File: config.mk
export PLATFORM = sky130hd
export DESIGN_NAME = snake_body_engine
export DESIGN_NICKNAME = d
export VERILOG_FILES = /design/src/rtl/snake_pkg.sv /design/src/rtl/snake_next_head.sv /design/src/rtl/snake_body_engine.sv
export SDC_FILE = /design/constraint.sdc
export NUM_CORES = 1
export LEC_CHECK = 0
export BUFFER_PORTS_ARGS = -buffer_cell sky130_fd_sc_hd__buf_4
export CAP_MARGIN = 20
export CORE_ASPECT_RATIO = 0.6
export CORE_MARGIN = 5
export CORE_UTILIZATION = 44
export DETAILED_ROUTE_END_ITERATION = 8
export GPL_ROUTABILITY_DRIVEN = 0
export SLEW_MARGIN = 15
export SYNTH_ARGS = -nofsm -noshare
export SYNTH_HDL_FRONTEND = slang
export SYNTH_SLANG_ARGS = --single-unit
File: constraint.sdc
create_clock -name CLK -period 11.4 [get_ports CLK]
set_input_delay 1.71 -clock CLK [delete_from_list [all_inputs] [get_ports CLK]]
set_output_delay 1.71 -clock CLK [all_outputs]
set_load 0.05 [all_outputs]
File: src/rtl/snake_pkg.sv
// Shared encodings and constants for the snake body engine.
package snake_pkg;

  typedef enum logic [1:0] {
    DIR_UP    = 2'b00,
    DIR_DOWN  = 2'b01,
    DIR_LEFT  = 2'b10,
    DIR_RIGHT = 2'b11
  } dir_e;

  typedef enum logic [1:0] {
    ST_IDLE = 2'b00,
    ST_RUN  = 2'b01,
    ST_DEAD = 2'b10
  } state_e;

  localparam int SCREEN_W = 640;
  localparam int SCREEN_H = 480;

  function automatic int clog2(input int v);
    int r;
    r = 0;
    for (int x = v - 1; x > 0; x = x >> 1) r++;
    return r;
  endfunction

  // Opposite directions share bit 1 and differ in bit 0.
  function automatic logic is_reverse(input logic [1:0] a, input logic [1:0] b);
    return (a[1] == b[1]) && (a[0] != b[0]);
  endfunction

endpackage

File: src/rtl/snake_next_head.sv
// Combinational move decode: effective direction, next head cell, wall check.
module snake_next_head
  import snake_pkg::*;
#(
  parameter int GRID_W = 80,
  parameter int GRID_H = 60,
  parameter int CW     = 7
) (
  input  logic [1:0]    cur_dir_i,
  input  logic [1:0]    req_dir_i,
  input  logic [CW-1:0] head_x_i,
  input  logic [CW-1:0] head_y_i,
  output logic [1:0]    eff_dir_o,
  output logic [CW-1:0] next_x_o,
  output logic [CW-1:0] next_y_o,
  output logic          wall_o
);

  always_comb begin
    eff_dir_o = is_reverse(req_dir_i, cur_dir_i) ? cur_dir_i : req_dir_i;
    next_x_o  = head_x_i;
    next_y_o  = head_y_i;
    wall_o    = 1'b0;
    case (eff_dir_o)
      DIR_UP: begin
        if (head_y_i == '0) wall_o = 1'b1;
        else                next_y_o = head_y_i - CW'(1);
      end
      DIR_DOWN: begin
        if (head_y_i == CW'(GRID_H - 1)) wall_o = 1'b1;
        else                             next_y_o = head_y_i + CW'(1);
      end
      DIR_LEFT: begin
        if (head_x_i == '0) wall_o = 1'b1;
        else                next_x_o = head_x_i - CW'(1);
      end
      default: begin
        if (head_x_i == CW'(GRID_W - 1)) wall_o = 1'b1;
        else                             next_x_o = head_x_i + CW'(1);
      end
    endcase
  end

endmodule

File: src/rtl/snake_body_engine.sv
// Snake segment store, movement/growth FSM, collision detection and pixel hit query.
module snake_body_engine
  import snake_pkg::*;
#(
  parameter int MAX_LEN   = 16,
  parameter int INIT_LEN  = 4,
  parameter int SEG_SHIFT = 3,
  parameter int GRID_W    = 80,
  parameter int GRID_H    = 60,
  parameter int CW        = 7,
  parameter int LW        = clog2(MAX_LEN + 1)
) (
  input  logic          CLK,
  input  logic          reset,
  input  logic          step,
  input  logic          start,
  input  logic [1:0]    dir,
  input  logic          grow,
  input  logic [9:0]    hcount,
  input  logic [9:0]    vcount,
  output logic          pix_head,
  output logic          pix_body,
  output logic [LW-1:0] len,
  output logic [1:0]    state,
  output logic [CW-1:0] head_x,
  output logic [CW-1:0] head_y
);

  logic [CW-1:0] seg_x_q [MAX_LEN];
  logic [CW-1:0] seg_y_q [MAX_LEN];
  state_e        state_q;
  logic [LW-1:0] len_q;
  logic [1:0]    cur_dir_q;
  logic          grow_pend_q;
  logic          pix_head_q, pix_body_q;

  logic [1:0]    eff_dir;
  logic [CW-1:0] nh_x, nh_y;
  logic          wall_hit;

  snake_next_head #(
    .GRID_W(GRID_W),
    .GRID_H(GRID_H),
    .CW    (CW)
  ) u_next_head (
    .cur_dir_i(cur_dir_q),
    .req_dir_i(dir),
    .head_x_i (seg_x_q[0]),
    .head_y_i (seg_y_q[0]),
    .eff_dir_o(eff_dir),
    .next_x_o (nh_x),
    .next_y_o (nh_y),
    .wall_o   (wall_hit)
  );

  logic               grow_eff, grow_apply;
  logic               move, collide, move_ok, reinit;
  logic [MAX_LEN-1:0] active, on_next, is_tail, body_hit, pix_match;
  logic [9:0]         cx, cy;
  logic               on_screen;

  assign grow_eff   = grow_pend_q | grow;
  assign grow_apply = grow_eff && (len_q < LW'(MAX_LEN));
  assign cx         = hcount >> SEG_SHIFT;
  assign cy         = vcount >> SEG_SHIFT;
  assign on_screen  = (hcount < 10'(SCREEN_W)) && (vcount < 10'(SCREEN_H));

  // The tail cell is vacated by this move unless the snake lengthens.
  for (genvar g = 0; g < MAX_LEN; g++) begin : g_seg
    assign active[g]    = LW'(g) < len_q;
    assign on_next[g]   = (seg_x_q[g] == nh_x) && (seg_y_q[g] == nh_y);
    assign is_tail[g]   = LW'(g) == (len_q - LW'(1));
    assign body_hit[g]  = active[g] && on_next[g] && !(is_tail[g] && !grow_apply);
    assign pix_match[g] = (cx == 10'(seg_x_q[g])) && (cy == 10'(seg_y_q[g]));
  end

  assign move    = (state_q == ST_RUN) && step;
  assign collide = wall_hit || (|body_hit);
  assign move_ok = move && !collide;
  assign reinit  = (state_q == ST_DEAD) && start;

  always_ff @(posedge CLK) begin
    if (reset || reinit) begin
      state_q     <= ST_IDLE;
      len_q       <= LW'(INIT_LEN);
      cur_dir_q   <= DIR_RIGHT;
      grow_pend_q <= 1'b0;
    end else begin
      case (state_q)
        ST_IDLE: begin
          if (grow)  grow_pend_q <= 1'b1;
          if (start) state_q     <= ST_RUN;
        end
        ST_RUN: begin
          if (move) begin
            if (collide) begin
              state_q <= ST_DEAD;
            end else begin
              cur_dir_q <= eff_dir;
              if (grow_eff) begin
                grow_pend_q <= 1'b0;
                if (grow_apply) len_q <= len_q + LW'(1);
              end
            end
          end else if (grow) begin
            grow_pend_q <= 1'b1;
          end
        end
        default: ;
      endcase
    end
  end

  always_ff @(posedge CLK) begin
    if (reset || reinit) begin
      for (int i = 0; i < MAX_LEN; i++) begin
        seg_x_q[i] <= (i < INIT_LEN) ? CW'(GRID_W / 2 - i) : '0;
        seg_y_q[i] <= (i < INIT_LEN) ? CW'(GRID_H / 2) : '0;
      end
    end else if (move_ok) begin
      seg_x_q[0] <= nh_x;
      seg_y_q[0] <= nh_y;
      for (int i = 1; i < MAX_LEN; i++) begin
        seg_x_q[i] <= seg_x_q[i-1];
        seg_y_q[i] <= seg_y_q[i-1];
      end
    end
  end

  // Pixel query stage: one register between beam position and hit flags.
  always_ff @(posedge CLK) begin
    if (reset) begin
      pix_head_q <= 1'b0;
      pix_body_q <= 1'b0;
    end else begin
      pix_head_q <= on_screen && pix_match[0];
      pix_body_q <= on_screen && (|(pix_match[MAX_LEN-1:1] & active[MAX_LEN-1:1]));
    end
  end

  assign pix_head = pix_head_q;
  assign pix_body = pix_body_q;
  assign len      = len_q;
  assign state    = state_q;
  assign head_x   = seg_x_q[0];
  assign head_y   = seg_y_q[0];

endmodule

==> results.md, run 1 <==
- Run status: finished, final reports clean
- Post-layout instance count excluding filler cells: 2122
- Number of slew-limit violations in the final report: 0
- Worst min-delay path category: reg2reg
- Largest fanout on the critical path: 166
- Post-route DRC violation count: 0
- EDFF count, synth: 224
- Number of nets in the layout: 1632
- Tmin final: 7.379 ns
- Skew-Pair Late Insertion Delay: 0.58 ns
- Yosys cell types: 94
- Number of setup violations in the final report: 0
- Die Y-Extent: 160.7 um
- Number of nets produced by synthesis: 1666
- Placeable core area: 37500 sq um
- Required time reported for the critical path endpoint: 11.57 ns
- Power density normalized to cell area: 134.9 nW/um^2
- Most common library cell in the layout ignoring fill and taps: sky130_fd_sc_hd__edfxtp_1
- Tot Pwr: 2.426 mW
- Multi-input gate area in the final layout: 8996 sq um
- Number of clock buffers inserted by TritonCTS: 24
- First-pass GRT wire length: 93120 um
- Routed Wire Length: 65660 um
- Post-synthesis average cell area: 10.24 sq um
- Horizontal die dimension: 261.1 um
- Root Driver: sky130_fd_sc_hd__clkbuf_16
- Post-synth top area share: 40.41%
- Number of violations reported at the end of detailed-routing iteration 0: 2211
- Effective utilization at floorplan: 44.39%
- DP Cell Count: 2079
- Cell area after technology mapping: 16650 sq um
- Count of mapped cells out of synthesis: 1626
- Measured slew at the worst slew-check pin: 1.190 ns
- DP Area: 17240 sq um
- Maximum clock frequency: 135.5 MHz
- Average via count per standard cell: 6.575
- Clock skew: 0.02919 ns
- Global-route total usage across every layer: 30.34%
- Buffer depth of the longest clock path: 3
- Post-synth top area cell: sky130_fd_sc_hd__edfxtp_1
- Count of port buffers added during placement: 43
- Final-layout setup total negative slack: 0 ns
- Wire per inst: 30.94 um
- # Max-Cap Violations: 0
- Type of the worst setup path: in2reg
- Relative slew slack: 20.56%
- P_leak: 6.292 nW
- Worst VDD drop: 0.1089 mV
- Area occupied by registers: 6967 sq um
- # hold bufs at CTS: 0
- H-tree depth reported by CTS: 1
- Ys Warns: 0
- Crit path DAT: 7.55 ns
- Detailed placer's ending HPWL: 43740 um
- Clock sink count: 236
- Remaining global-route overflow: 0
- Vias: 13950
- CTS tree: done
- Number of global-route vias before repair: 12700
- Finished layout cell area: 17990 sq um
- Count of buffers added by post-CTS timing repair for setup: 0
- Proportion of layout cells with a drive suffix above 1: 9.328%
- Boundary pin count: 50
- Number of antenna violations at the first check in global routing: 1
- Leading register cell type out of synthesis: sky130_fd_sc_hd__edfxtp_1
- Proportion of synthesized chip area in sequential cells: 41.85%
- Hold Fails Final Rpt: 0
- Setup repair after global routing missed its margin: no
- Largest cells by area after synthesis: sky130_fd_sc_hd__edfxtp_1, sky130_fd_sc_hd__xnor2_1, sky130_fd_sc_hd__xor2_1
- Flops & latches, synth: 236
- Critical Path Sink Type: flip-flop
- Share of the clock period used by the worst path after layout: 64.73%
- Placement row count: 55
- Filler cell count in the final layout: 3469
- Clock-pin transition on the worst setup and hold timing paths: 0.06 ns
- Die area: 41950 sq um
- Pin count of the biggest net entering global routing: 167
- Top library cells by usage in the layout, fill and taps aside: sky130_fd_sc_hd__edfxtp_1, sky130_fd_sc_hd__xnor2_1, sky130_fd_sc_hd__xor2_1, sky130_fd_sc_hd__and3_1, sky130_fd_sc_hd__and2_1
- Count of cells resized by post-cts repair: 0
- FFs w/ async S/R, synth: 0%
- Count of antenna-violating nets left after detailed routing: 0
- Category of the worst setup path launch point: primary input
- Synthesis-to-layout area growth: 8.050%
- Iteration count of the initial detailed-routing pass: 5
==> metal layers <==
layer / GRT usage (%) / share of wire (%) / up-vias
li1: - / - / 5885
met1: 45.03 / 43 / 6756
met2: 38.57 / 37 / 1122
met4: 10.38 / 4.1 / 2
met3: 13.62 / 16 / 187
met5: 0 / 0.020 / -
==> synth_stat cells (5+ instances only) <==
cell	count
sky130_fd_sc_hd__a31oi_1	8
sky130_fd_sc_hd__nor3_1	43
sky130_fd_sc_hd__a221oi_1	5
sky130_fd_sc_hd__a22oi_1	6
sky130_fd_sc_hd__ha_1	13
sky130_fd_sc_hd__o211ai_1	12
sky130_fd_sc_hd__a2111oi_0	16
sky130_fd_sc_hd__nor2_1	57
sky130_fd_sc_hd__o21ai_0	42
sky130_fd_sc_hd__o2111ai_1	9
sky130_fd_sc_hd__nand2b_1	8
sky130_fd_sc_hd__dfxtp_1	12
sky130_fd_sc_hd__a211o_1	7
sky130_fd_sc_hd__buf_6	10
sky130_fd_sc_hd__nor4_1	54
sky130_fd_sc_hd__mux2_2	5
sky130_fd_sc_hd__nand4_1	52
sky130_fd_sc_hd__a21o_1	5
sky130_fd_sc_hd__xnor2_1	211
sky130_fd_sc_hd__clkbuf_1	76
sky130_fd_sc_hd__inv_1	31
sky130_fd_sc_hd__a211oi_1	19
sky130_fd_sc_hd__and2_1	87
sky130_fd_sc_hd__nor2b_1	7
sky130_fd_sc_hd__or3_1	22
sky130_fd_sc_hd__o21a_1	9
sky130_fd_sc_hd__a21oi_1	44
sky130_fd_sc_hd__xor2_1	174
sky130_fd_sc_hd__or4_1	7
sky130_fd_sc_hd__mux2i_1	13
sky130_fd_sc_hd__nand2_1	55
sky130_fd_sc_hd__and3_1	101
sky130_fd_sc_hd__o22ai_1	9
sky130_fd_sc_hd__buf_4	15
sky130_fd_sc_hd__nand3_1	39
sky130_fd_sc_hd__o221ai_1	6
sky130_fd_sc_hd__edfxtp_1	224
sky130_fd_sc_hd__buf_2	23
==> through the flow <==
step / hold slack, ns / util (%) / setup slack [ns]
after global placement: 0.4812 / 45.96 / 3.904
after detailed placement: 0.5058 / 45.96 / 3.841
final: 0.5228 / 47.96 / 4.021
after floorplan: 0.4607 / - / 1.319
after global routing: 0.5684 / 47.95 / 4.006
after CTS: 0.5203 / 47.95 / 4.416
==> area by class of cell <==
| type | instances | share of cell area (%) |
|---|---|---|
| Multi-Input combinational cell | 1232 | 50.01 |
| Sequential cell | 236 | 38.73 |
| Clock buffer | 33 | 3.582 |
| Tap cell | 513 | 3.568 |
| Timing Repair Buffer | 67 | 2.866 |
| Inverter | 31 | 0.6469 |
| Clock inverter | 9 | 0.5774 |
| Antenna cell | 1 | 0.01391 |
==> registers in the layout, indices dropped and copies added (netlist names) <==
| register | cells |
|---|---|
| cur_dir_q | 2 |
| grow_pend_q | 1 |
| len | 5 |
| pix_body | 1 |
| pix_head | 1 |
| seg_x_q | 112 |
| seg_y_q | 112 |
| state | 2 |
==> power by group <==
group	switching [mW]	total [mW]	internal, mW
logic	0.320	0.499	0.179
registers	0.102	1.12	1.02
clock network	0.364	0.804	0.440
==> worst max-delay path, cell delays in order <==
cell                        delay [ns]
sky130_fd_sc_hd__buf_4            0.39
sky130_fd_sc_hd__xor2_2           0.26
sky130_fd_sc_hd__mux2i_4          0.41
sky130_fd_sc_hd__mux2i_1          0.77
sky130_fd_sc_hd__and2_1           0.85
sky130_fd_sc_hd__a211o_1          0.23
sky130_fd_sc_hd__nor4_1           0.05
sky130_fd_sc_hd__nand4_1          0.25
sky130_fd_sc_hd__o2111ai_2        0.19
sky130_fd_sc_hd__nor4_4           0.49
sky130_fd_sc_hd__nand3_1          0.26
sky130_fd_sc_hd__nand2_4          0.66
sky130_fd_sc_hd__buf_12           0.56
==> cells by family (layout without fill, tap and decap cells) <==
group,count (synthesis),count (layout),share of synthesized area [%]
buf+inv,158,140,4.525
simple gates,563,563,19.65
fa+ha+maj,13,13,0.9771
flops,236,236,41.85
other cells,0,1,0
compound gates,249,249,11.21
mux,20,20,1.338
xor+xnor,387,387,20.45
==> final timing paths <==
| kind | depth (start not counted) | endpoint | slack [ns] | start |
|---|---|---|---|---|
| worst max-delay path | 13 | seg_y_q[0][2]$_SDFFCE_PN1P_ | 4.02 | dir[1] |
| worst min-delay path | 2 | grow_pend_q$_SDFFE_PP0P_ | 0.52 | grow_pend_q$_SDFFE_PP0P_ |
| worst max register to register | 15 | seg_y_q[0][2]$_SDFFCE_PN1P_ | 4.23 | seg_x_q[0][0]$_SDFFCE_PN0P_ |
| worst min register to register | 2 | grow_pend_q$_SDFFE_PP0P_ | 0.52 | grow_pend_q$_SDFFE_PP0P_ |
No activity file was read; power rests on OpenSTA's default activity.
==> inputs of run 2 (changes only) <==
- ABC_AREA: unset -> 1
- clock period: 11.4 -> 6.1 ns (I/O delays scaled with it)
==> run 2 against run 1 <==
Clock power grew 120%. Worst setup slack lost 3.3 ns. Cell area grew 5.3%. Global-route usage is 3.3 points higher. Synthesized area up 2.3%. Clock-buffer cell count shrank 2. Power rose by 110%. Synthesized cell count up 39%. Critical path depth grew 9. Sequential cell count unchanged. Critical endpoint is now seg_x_q[14][3]$_SDFFCE_PP0P_. Largest cell class unchanged.
==> results.md, run 2 <==
- Horizontal die dimension: 264.0 um (+1.1%)
- Top library cells by usage in the layout, fill and taps aside: sky130_fd_sc_hd__nand2_1, sky130_fd_sc_hd__nor2_1, sky130_fd_sc_hd__inv_1, sky130_fd_sc_hd__edfxtp_1, sky130_fd_sc_hd__nand4_1
- Post-synth top area share: 39.51% (-0.90 points)
- Pre-CTS worst setup slack: 1.006 ns (-2.835 ns)
- Synthesis-to-layout area growth: 11.25%
- Clock-pin transition on the worst setup and hold timing paths: 0.07 ns (about the same)
- Post-synth top area cell: sky130_fd_sc_hd__edfxtp_1
- Critical Path Sink Type: flip-flop
- Largest cells by area after synthesis: sky130_fd_sc_hd__edfxtp_1, sky130_fd_sc_hd__nand2_1, sky130_fd_sc_hd__nor2_1
- P_leak: 8.161 nW (+30%)
- DP Area: 18020 sq um (+4.5%)
- Final-layout setup total negative slack: 0 ns (unchanged)
- Count of buffers added by post-CTS timing repair for setup: 0 (unchanged)
- Maximum clock frequency: 187.3 MHz
- Most used standard cell by instance count after synthesis: sky130_fd_sc_hd__nand2_1
- Count of port buffers added during placement: 43 (unchanged)
- Vias: 17170 (+23%)
- Net switching power: 1.739 mW (+120%)
- Proportion of layout cells with a drive suffix above 1: 11.56% (+2.2 points)
- Category of the worst setup path launch point: flip-flop
- Critical register-to-register path startpoint: seg_y_q[0][0]$_SDFFCE_PN0P_
- Crit path DAT: 5.57 ns (-1.98 ns)
- Ordered cell list for the critical path: inv_1 -> ha_1 -> nor3b_2 -> nand2_1 -> nand3_1 -> nand2_1 -> nand2_1 -> nand2_1 -> nand2_1 -> nand2_1 -> nor2_1 -> nand3_1 -> nor2_1 -> nor2_1 -> nand2_1 -> nor2_1 -> nand2_1 -> nor2_2 -> nor2_2 -> clkinvlp_4 -> buf_12 -> buf_12
- Start point of the critical path: seg_y_q[0][0]$_SDFFCE_PN0P_
- Number of clock buffers inserted by TritonCTS: 26 (+8.3%)
- Most common library cell in the layout ignoring fill and taps: sky130_fd_sc_hd__nand2_1
- Die Y-Extent: 162.4 um (+1.1%)
- Buffer depth of the longest clock path: 3 (unchanged)
- Power Internal: 3.286 mW (+100%)
- Number of buffer and inverter stages on the critical path: 4 (+2)
- Maximum single-stage delay on the critical path: 0.58 ns (-0.27 ns)
- # Max-Cap Violations: 0 (unchanged)
- Number of global-route vias before repair: 15300 (+20%)
- Type of the worst setup path: reg2reg
- Wire per inst: 26.65 um (-14%)
- CP most frequent cell: sky130_fd_sc_hd__nand2_1
- EDFF count, synth: 224 (unchanged)
- Clock skew: 0.03639 ns (+0.007196 ns)
- Placement row count: 55 (unchanged)
- # hold bufs at CTS: 0 (unchanged)
- Count of antenna-violating nets left after detailed routing: 0 (unchanged)
- Yosys cell types: 48 (-49%)
- CTS tree: done
- Number of nets produced by synthesis: 2303 (+38%)
- Die area: 42860 sq um (+2.2%)
- Final WS setup: 0.7607 ns (-3.260 ns)
- Flops & latches, synth: 236 (unchanged)
- First-pass GRT wire length: 106300 um (+14%)
- Measured slew at the worst slew-check pin: 1.048 ns (-0.1425 ns)
- Routed Wire Length: 75040 um (+14%)
- Largest fanout on the critical path: 51 (-69%)
- Tmin final: 5.339 ns
- Global-route total usage across every layer: 33.64% (+3.3 points)
- H-tree depth reported by CTS: 1 (unchanged)
- Number of violations reported at the end of detailed-routing iteration 0: 3416 (+55%)
- Finished layout cell area: 18940 sq um (+5.3%)
- Count of cells resized by post-cts repair: 0 (unchanged)
- Skew-Pair Late Insertion Delay: 0.58 ns (about the same)
- Effective utilization at floorplan: 44.90% (+0.52 points)
- Number of setup violations in the final report: 0 (unchanged)
- Iteration count of the initial detailed-routing pass: 8 (+3)
- Hold_ws: 0.4904 ns (-0.03241 ns)
- Boundary pin count: 50 (unchanged)
- Post-synthesis average cell area: 7.524 sq um (-27%)
- Worst VDD drop: 0.1796 mV (+65%)
- Ys Warns: 0 (unchanged)
- Fraction of power consumed by combinational cells: 23.3% (+2.7 points)
- Post-route DRC violation count: 0 (unchanged)
- Portion of total power attributed to sequential cells: 41.2% (-5.1 points)
- FFs w/ async S/R, synth: 0% (unchanged)
- Root Driver: sky130_fd_sc_hd__clkbuf_16
- Launch instance of the worst min-delay path: grow_pend_q$_SDFFE_PP0P_
- Clock sink count: 236 (unchanged)
- Number of slew-limit violations in the final report: 0 (unchanged)
- CP max-delay cell: sky130_fd_sc_hd__edfxtp_1
- Share of the clock period used by the worst path after layout: 87.53%
- Pin count of the biggest net entering global routing: 87 (-48%)
- Count of mapped cells out of synthesis: 2263 (+39%)
- Number of nets in the layout: 2322 (+42%)
- Setup repair after global routing missed its margin: no
- Clock share of power: 35.4% (+2.3 points)
- Share of total power consumed by net switching: 34.61% (+2.2 points)
- Top post-synthesis cells by count: sky130_fd_sc_hd__nand2_1, sky130_fd_sc_hd__nor2_1, sky130_fd_sc_hd__inv_1
- Run status: finished, final reports clean
- Top cell family by delay on the critical path: simple AND/OR/NAND/NOR gates
- Remaining global-route overflow: 0 (unchanged)
- Worst min-delay path category: reg2reg
- Placeable core area: 37920 sq um (+1.1%)
- Required time reported for the critical path endpoint: 6.33 ns (-5.24 ns)
- Relative slew slack: 30.15% (+9.6 points)
- Cell area after technology mapping: 17030 sq um (+2.3%)
- Proportion of synthesized chip area in sequential cells: 40.92% (-0.93 points)
- Detailed placer's ending HPWL: 54680 um (+25%)
- Hold Fails Final Rpt: 0 (unchanged)
- Average via count per standard cell: 6.099 (-7.2%)
- Number of antenna violations at the first check in global routing: 1 (unchanged)
- Leading register cell type out of synthesis: sky130_fd_sc_hd__edfxtp_1
- Power density normalized to cell area: 265.3 nW/um^2 (+97%)
[run 2: per-layer routing]
layer	track usage, %	up-vias	wire, um
met4	6.816	2	1926
met3	22.21	149	16470
met2	40.32	1556	26080
met1	49.19	8052	30500
met5	0	-	60
li1	-	7415	-
[run 2: cells by family after synthesis]
logic type	synth area share [%]
AOI/OAI and AO/OA	5.181
xor gates and xnor gates	9.002
buffers and inverters	9.774
adders and majority gates	0.9553
DFF	40.92
and+or+nand+nor	34.17
[run 2: cell type report]
type                            instances  area, sq um
Clock inverter                         17        251.5
Timing Repair Buffer                   97        815.8
Sequential cell                       236         6967
Tap cell                              513        641.9
Clock buffer                           31        669.4
Multi-Input combinational cell       1624         8473
Fill cell                            3683        18980
Inverter                              297         1121
Antenna cell                            1        2.502
[run 2: final timing paths]
check / endpoint / depth (start not counted) / slack [ns]
max: seg_x_q[14][3]$_SDFFCE_PP0P_ / 22 / 0.76
max reg2reg: seg_x_q[14][3]$_SDFFCE_PP0P_ / 22 / 0.76
min reg2reg: grow_pend_q$_SDFFE_PP0P_ / 2 / 0.49
min: grow_pend_q$_SDFFE_PP0P_ / 2 / 0.49
[run 2: power by group through the flow]
stage	logic, mW	clock network (mW)	registers (mW)
final	1.17	1.78	2.07
after global routing	1.22	1.85	2.08
after CTS	1.10	1.78	2.06
after detailed placement	1.09	0	2.09
after global placement	1.08	0	2.09
after floorplan	0.694	0	2.05
[run 2: stage by stage]
step                total power, mW  std cells  util (%)
CTS                           4.936       2815     49.95
global route                  5.143       2815     49.95
detailed placement            3.181       2767     47.52
finish                        5.025       2816     49.96
floorplan                     2.749       2263         -
global placement              3.170       2767     47.52
[run 2: worst min-delay path, stage by stage (launching register included)]
cell and delay (ns):
sky130_fd_sc_hd__dfxtp_1 0.33, sky130_fd_sc_hd__a21oi_1 0.04, sky130_fd_sc_hd__nor2_1 0.08
